`src/rtl/dot_seq.sv`:
```


module dot_seq #(
   parameter int IN_WIDTH  = 8,
   parameter int ACC_WIDTH = 16,
   parameter int CNT_WIDTH = 8
) (
   input  logic                 clk,
   input  logic                 rst,
   input  logic                 in_valid,
   output logic                 in_ready,
   input  logic [IN_WIDTH-1:0]  in_a,
   input  logic [IN_WIDTH-1:0]  in_b,
   input  logic                 in_last,
   input  logic [ACC_WIDTH-1:0] in_bias,
   output logic [IN_WIDTH-1:0]  mac_a,
   output logic [IN_WIDTH-1:0]  mac_b,
   output logic [ACC_WIDTH-1:0] mac_acc_in,
   output logic                 mac_en,
   input  logic [ACC_WIDTH-1:0] mac_acc_out,
   output logic                 out_valid,
   input  logic                 out_ready,
   output logic [ACC_WIDTH-1:0] out_data,
   output logic [CNT_WIDTH-1:0] out_count,
   output logic                 out_ovf
);
   typedef enum logic [1:0] {IDLE, ACCUM, DONE} state_t;

   state_t               state, next_state;
   logic [CNT_WIDTH-1:0] cnt;
   logic                 first_beat;

   assign mac_a      = in_a;
   assign mac_b      = in_b;
   assign mac_en     = in_valid & in_ready;
   assign first_beat = mac_en & (state == IDLE);
   assign out_data   = mac_acc_out;
   assign out_count  = cnt;

   // State register; reset abandons any partial vector
   always_ff @(posedge clk) begin
      if (rst)
         state <= IDLE;
      else
         state <= next_state;
   end

   // Next-state and handshake outputs; the MAC is seeded from bias only on the first beat
   always_comb begin
      next_state = state;
      in_ready   = 1'b0;
      out_valid  = 1'b0;
      mac_acc_in = mac_acc_out;
      case (state)
         IDLE: begin
            in_ready   = 1'b1;
            mac_acc_in = in_bias;
            if (in_valid)
               next_state = in_last ? DONE : ACCUM;
         end
         ACCUM: begin
            in_ready = 1'b1;
            if (in_valid && in_last)
               next_state = DONE;
         end
         DONE: begin
            out_valid = 1'b1;
            if (out_ready)
               next_state = IDLE;
         end
         default: next_state = IDLE;
      endcase
   end

   // Beat counter: loads 1 on the first beat, saturates at all-ones
   always_ff @(posedge clk) begin
      if (rst)
         cnt <= '0;
      else if (first_beat)
         cnt <= CNT_WIDTH'(1);
      else if (mac_en && cnt != {CNT_WIDTH{1'b1}})
         cnt <= cnt + CNT_WIDTH'(1);
   end

`ifdef DOT_SEQ_OVF_FLAG_EN
   localparam int SUM_W = ((ACC_WIDTH > 2 * IN_WIDTH) ? ACC_WIDTH : 2 * IN_WIDTH) + 1;

   logic [SUM_W-1:0] full_sum;
   logic             carry;
   logic             ovf_flag;

   assign full_sum = SUM_W'(mac_acc_in) + SUM_W'(in_a) * SUM_W'(in_b);
   assign carry    = (full_sum >> ACC_WIDTH) != '0;
   assign out_ovf  = out_valid & ovf_flag;

   // Sticky wrap flag, restarted with each vector
   always_ff @(posedge clk) begin
      if (rst)
         ovf_flag <= 1'b0;
      else if (first_beat)
         ovf_flag <= carry;
      else if (mac_en)
         ovf_flag <= ovf_flag | carry;
   end
`else
   assign out_ovf = 1'b0;
`endif
endmodule

```
`config.mk`:
```
export PLATFORM = sky130hd
export DESIGN_NAME = dot_seq
export DESIGN_NICKNAME = d
export VERILOG_FILES = /design/src/rtl/dot_seq.sv
export SDC_FILE = /design/constraint.sdc
export NUM_CORES = 1
export LEC_CHECK = 0
export ABC_AREA = 1
export BUFFER_PORTS_ARGS = -buffer_cell sky130_fd_sc_hd__buf_2
export CAP_MARGIN = 20
export CORE_UTILIZATION = 35
export DETAILED_ROUTE_END_ITERATION = 10
export PLACE_DENSITY_LB_ADDON = 0.1
export SETUP_SLACK_MARGIN = 0.02
export SLEW_MARGIN = 20
export SYNTH_ARGS = -nofsm -noshare
export SYNTH_HDL_FRONTEND = slang
export SYNTH_SLANG_ARGS = --single-unit
```
`constraint.sdc`:
```
create_clock -name clk -period 1.55 [get_ports clk]
set_input_delay 0 -clock clk [delete_from_list [all_inputs] [get_ports clk]]
set_output_delay 0 -clock clk [all_outputs]
set_load 0.01 [all_outputs]
```
==> results of run 1 <==
-- cell families after synthesis --
| group | share of synthesized area (%) |
|---|---|
| other | 0.354 |
| AND/OR/NAND/NOR | 42.9 |
| buffers and inverters | 30.5 |
| AO/OA/AOI/OAI | 5.43 |
| XOR/XNOR | 0.827 |
| adder cells (fa/ha/maj) | 1.18 |
| flip-flops | 18.9 |
-- synthesized netlist by cell type, types with 2 or more instances --
| cell type | n | share of area (%) |
|---|---|---|
| a21oi_1 | 6 | 2.8 |
| o21ai_0 | 4 | 1.9 |
| buf_4 | 33 | 23 |
| inv_2 | 2 | 0.71 |
| nand3_1 | 8 | 3.8 |
| nand2_1 | 70 | 25 |
| nand2_4 | 3 | 3.2 |
| nor2_4 | 2 | 2.1 |
| inv_1 | 12 | 4.2 |
| dfxtp_1 | 10 | 19 |
| nand2_2 | 3 | 1.8 |
| nor2_1 | 10 | 3.5 |
| nand4_1 | 2 | 1.2 |
-- registers in the layout, indices dropped and copies added, names as in the netlist --
register   count
state          2
out_count      8
-- where the power goes --
group | internal [uW] | switching (uW) | total [uW]
clock | 89.7 | 89.3 | 179
sequential | 266 | 15.5 | 282
combinational | 147 | 198 | 345
total | 503 | 303 | 806
-- per-layer routing --
layer | vias up | track usage, % | wire length, um
li1 | 603 | - | -
met1 | 451 | 16.5 | 1040
met2 | 48 | 25.7 | 1230
met3 | 14 | 1.81 | 212
met4 | 0 | 9.06 | 59
met5 | - | 0 | 0
-- cell type report --
class	count	area, um^2
fillers	317	1530
multi-input cells	114	539
repair buffers	81	413
flip-flops and latches	10	201
inverters	15	58.8
well taps	31	38.8
clock buffers	3	22.5
-- timing repair --
| item | in CTS | in global routing |
|---|---|---|
| hold endpoints to repair | 2 | 0 |
| hold buffers | 1 | 0 |
| resized for setup | 0 | 2 |
| setup endpoints to repair | 0 | 4 |
-- placed cells by master (no fill, tap or decap), drive strengths merged --
cell          n
buf          80
nand2        76
inv          15
nor2         14
dfxtp        10
nand3         8
a21oi         6
o21ai         4
clkbuf        3
nand4         2
o21bai        1
xor2          1
ha            1
conb          1
dlygate4sd3   1
-- how the worst max path moves through the flow --
stage	from	endpoint	slack, ps	cells after the start
floorplan	out_count[0]	out_count[7]	230	8
global placement	out_count[0]	out_count[7]	230	8
detailed placement	out_count[0]	out_count[7]	190	8
CTS	state[1]	mac_acc_in[5]	140	5
global route	out_count[1]	out_count[7]	20	8
finish	state[1]	mac_acc_in[5]	150	5
-- worst max-delay path: cells and delay by family (launching register included) --
kind,cells,cell delay [ps]
simple gates,3,260
buf+inv,2,350
flops,1,510
-- stage by stage --
step | cell area, um^2 | worst slack [ps] | util (%)
final | 1270 | 153 | 45.4
after global routing | 1270 | 23.5 | 45.4
after CTS | 1270 | 143 | 45.3
after detailed placement | 1240 | 190 | 44.1
after global placement | 1240 | 235 | 44.1
after floorplan | 1060 | 231 | -
==> impl_results.md, run 1 <==
* Status: finished, violations left
* Failing checks: design-rule violations
* RSZ-0062 raised after global routing: false
* Die Wd at 57.0 um
* Layout cells sized above 1 at 43.9%
* Antenna violations before repair at 0
* Crit path arrival time at 1400 ps
* Full die area at 3250 um^2
* Final Wtd Congestion at 0.771
* Post-route ant nets at 0
* TritonCTS clock tree: built
* GRT Total Usage at 14.5%
* CTS Buffer Depth at 2
* CTS root buf: clkbuf_4
* WHS Path Cells at 0
* P_leak at 0.000764 uW
* Final hold slack at 0.00448 ps
* Antenna cells at 0
* Tmin final at 1400 ps
* Dpl cells at 250
* Crit-path cells: nor2_4 > inv_2 > nand2_1 > nand2_1 > buf_2
* Routed WL per cell at 10.0 um
* Sequential-to-total area share from yosys stat at 18.9%
* Detailed placer's ending HPWL at 2110 um
* GRT overflow at 0
* Non-Filler Instances at 254
* Vias per inst at 4.39
* Syn_nets at 228
* First-pass GRT wire length at 3800 um
* Final Skew at 2.60 ps
* Register-to-register path setup slack at 200 ps
* CTS Buf Count at 3
* Flops & latches, synth at 10
* Total power at 806 uW
* Number of DRC markers in iteration 0 at 68
* Critical Path RT at 1550 ps
* Clk slew on worst S/H paths at 70 ps
* Unique masters post-synth at 22
* Critical setup path kind: reg -> out
* Post-synth EDFFs at 0
* Hold WC Path Type: in -> out
* Port Buf Inserts at 79
* Total negative slack at 0 ps
* FP Rows at 19
* Routed vias at 1116
* Most used cell, CP: nand2_1
* Crit end category: output pin
* CP peak stage delay at 510 ps
* Routed wire length at 2550 um
* Clk Latency, worst-skew pair at 260 ps
* FF-to-FF path depth at 8
* Final Hold Viols at 0
* Largest net degree at the start of global routing at 19
* Pwr Density at 633 nW/um^2
* Reg2reg end: out_count[7]
* Post-CTS setup buffers at 0
* Final nets at 279
* Clock Sinks at 10
* Number of global-route vias before repair at 921
* Worst Hold Path EP: mac_b[0]
* Fin crit share at 90.2%
* Die Y at 57.0 um
* Worst r2r src: out_count[1]
* Mapped Avg Cell Area at 6.09 um^2
* DRC Markers at 20
* Core box area at 2810 um^2
* DR pass1 iterations at 7
* Crit path max fanout at 18
* Final setup violating endpoints at 0
* Max-cap viol count at 0
* Hold path startpoint: in_b[0]
* Starting Density at 37.8%
* Top_reg_cell synth: dfxtp_1
* CP max stage cell: dfxtp_1
* Max-slew violations at 0
* Asr flop ratio synth at 0%
* Synth Warn # at 0
* Synth-to-Final Area Change at 20.2%
* Mapped Cells at 174
* Mapped Area at 1060 um^2
* Ports at 113
* FMAX at 0.716 GHz
* Startpoint Class: flop
* H-tree depth at 1
* Max VDD drop at 0.000387 V
(Power assumes the default switching activity.)
==> inputs of run 2 (changes only) <==
--- a/config.mk
+++ b/config.mk
@@ -8,10 +8,10 @@
 export ABC_AREA = 1
 export BUFFER_PORTS_ARGS = -buffer_cell sky130_fd_sc_hd__buf_2
 export CAP_MARGIN = 20
+export CORE_MARGIN = 2
 export CORE_UTILIZATION = 35
 export DETAILED_ROUTE_END_ITERATION = 10
 export PLACE_DENSITY_LB_ADDON = 0.1
-export SETUP_SLACK_MARGIN = 0.02
 export SLEW_MARGIN = 20
 export SYNTH_ARGS = -nofsm -noshare
 export SYNTH_HDL_FRONTEND = slang
==> constraint.sdc (replaced) <==
create_clock -name clk -period 1.55 [get_ports clk]
set_input_delay 0 -clock clk [delete_from_list [all_inputs] [get_ports clk]]
set_output_delay 0 -clock clk [all_outputs]
set_load 0.005 [all_outputs]
==> run 2 against run 1 <==
The run now ends clean; routed wire length increased by 5.5%; first-iteration DRC count decreased by 71%; worst setup slack got worse by 57 ps.
==> impl_results.md, run 2 (synthesized netlist as in run 1, its figures left out) <==
* Clock Sinks at 10 (unchanged)
* TritonCTS clock tree: built
* Hold WC Path Type: in -> out
* Final Wtd Congestion at 0.784 (+1.7%)
* Port Buf Inserts at 79 (unchanged)
* Post-CTS setup buffers at 0 (unchanged)
* Max reg flops at 8 (unchanged)
* Commonest non-fill, non-tap cell in the layout: buf_2
* M3 GR Usage at 4.15% (+2.3 points)
* Die Wd at 59.0 um (+3.5%)
* Detailed placer's ending HPWL at 2230 um (+5.7%)
* Routed WL per cell at 10.5 um (+4.7%)
* FMAX at 0.687 GHz (-3.9%)
* FP Rows at 19 (unchanged)
* GRT overflow at 0 (unchanged)
* Clk slew on worst S/H paths at 70 ps (about the same)
* Starting Density at 37.8% (unchanged)
* M1 GR Usage at 16.7% (+0.21 points)
* Tmin final at 1450 ps (+57.3 ps)
* Largest net degree at the start of global routing at 19 (unchanged)
* First-pass GRT wire length at 4270 um (+12%)
* Total negative slack at 0 ps (unchanged)
* Non-Filler Instances at 256 (+0.79%)
* RSZ-0062 raised after global routing: false
* Final nets at 280 (+0.36%)
* Final Util at 46.3% (+0.85 points)
* GRT Total Usage at 15.4% (+0.84 points)
* H-tree depth at 1 (unchanged)
* Crit path arrival time at 1660 ps (+260 ps)
* Ports at 113 (unchanged)
* Startpoint Class: flop
* Critical Path RT at 1750 ps (+200 ps)
* CTS root buf: clkbuf_4
* Vias per inst at 4.55 (+3.7%)
* Antenna violations before repair at 0 (unchanged)
* Crit end category: flop
* CTS Buffer Depth at 2 (unchanged)
* Final setup violating endpoints at 0 (unchanged)
* CTS Buf Count at 3 (unchanged)
* Clk Latency, worst-skew pair at 260 ps (about the same)
* Routed wire length at 2690 um (+5.5%)
* Crit path max fanout at 3 (-15)
* DRC Markers at 0 (-100%)
* Total power at 826 uW (+2.5%)
* Number of DRC markers in iteration 0 at 20 (-71%)
* Final Skew at 1.13 ps (-1.48 ps)
* Critical setup path kind: reg -> reg
* Layout cells sized above 1 at 44.4% (+0.50 points)
* Status: finished clean
* Synth-to-Final Area Change at 22.4%
* DR pass1 iterations at 4 (-3)
* Final hold slack at 0.00143 ps (-0.00304 ps)
* Max-slew violations at 0 (unchanged)
* Max-cap viol count at 0 (unchanged)
* Routed vias at 1166 (+4.5%)
* Busiest grt layer: met2
* Pwr Density at 637 nW/um^2 (+0.61%)
* GRT met2 Usage at 28.7% (+3.0 points)
* Full die area at 3480 um^2 (+7.1%)
* Dpl cells at 250 (unchanged)
* Max VDD drop at 0.000515 V (+33%)
* Leading cell types in the layout, fill and taps excluded: buf_2, nand2_1, inv_1, nor2_1, nand3_1
* Final Hold Viols at 0 (unchanged)
* Number of global-route vias before repair at 1034 (+12%)
* Post-route ant nets at 0 (unchanged)
* Fin crit share at 93.9% (+3.7 points)
* P_leak at 0.000781 uW (+2.2%)
* Die Y at 59.0 um (+3.5%)
* Core box area at 2810 um^2 (unchanged)
* Antenna cells at 0 (unchanged)
run 2: worst paths after layout:
check / endpoint / slack [ps] / depth (start not counted) / from
max reg2reg: state[1] / 100 / 5 / state[1]
min reg2reg: out_count[4] / 470 / 2 / out_count[4]
min: mac_a[7] / 0.001 / 0 / in_a[7]
max: state[1] / 100 / 5 / state[1]
run 2: final cells by class:
class	count	area (um^2)
clock buffer	4	36.3
fill	315	1510
multi-input combinational	114	537
tap	31	38.8
timing repair buffer	82	423
sequential	10	204
inverter	15	58.8
run 2: critical path, stage by stage, from the launching register on:
cell	delay [ps]
dfxtp_2	420
inv_2	80
nor2_4	80
nand2_1	80
a21oi_1	160
dlygate4sd3_1	560
run 2: report_power, final:
group	switching (uW)	total, uW	internal [uW]
combinational	165	312	147
clock	89.4	232	142
sequential	15.3	282	267
total	270	826	556
run 2: metal layers:
| layer | part of all wire, % | vias to the layer above |
|---|---|---|
| met5 | 0 | - |
| li1 | - | 606 |
| met2 | 49 | 54 |
| met1 | 39 | 496 |
| met3 | 10 | 10 |
| met4 | 1.3 | 0 |
run 2: repair_timing:
item	4_1_cts	5_1_grt
setup endpoints to repair	0	5
endpoints found under the hold margin	2	0
hold buffers	2	0
gates resized for setup	0	3
run 2: metrics by stage:
| step | setup slack, ps | instance area (um^2) |
|---|---|---|
| after floorplan | 278 | 1060 |
| after global placement | 239 | 1240 |
| after detailed placement | 178 | 1240 |
| after CTS | 26.3 | 1290 |
| after global routing | 2.81 | 1300 |
| final | 95.3 | 1300 |
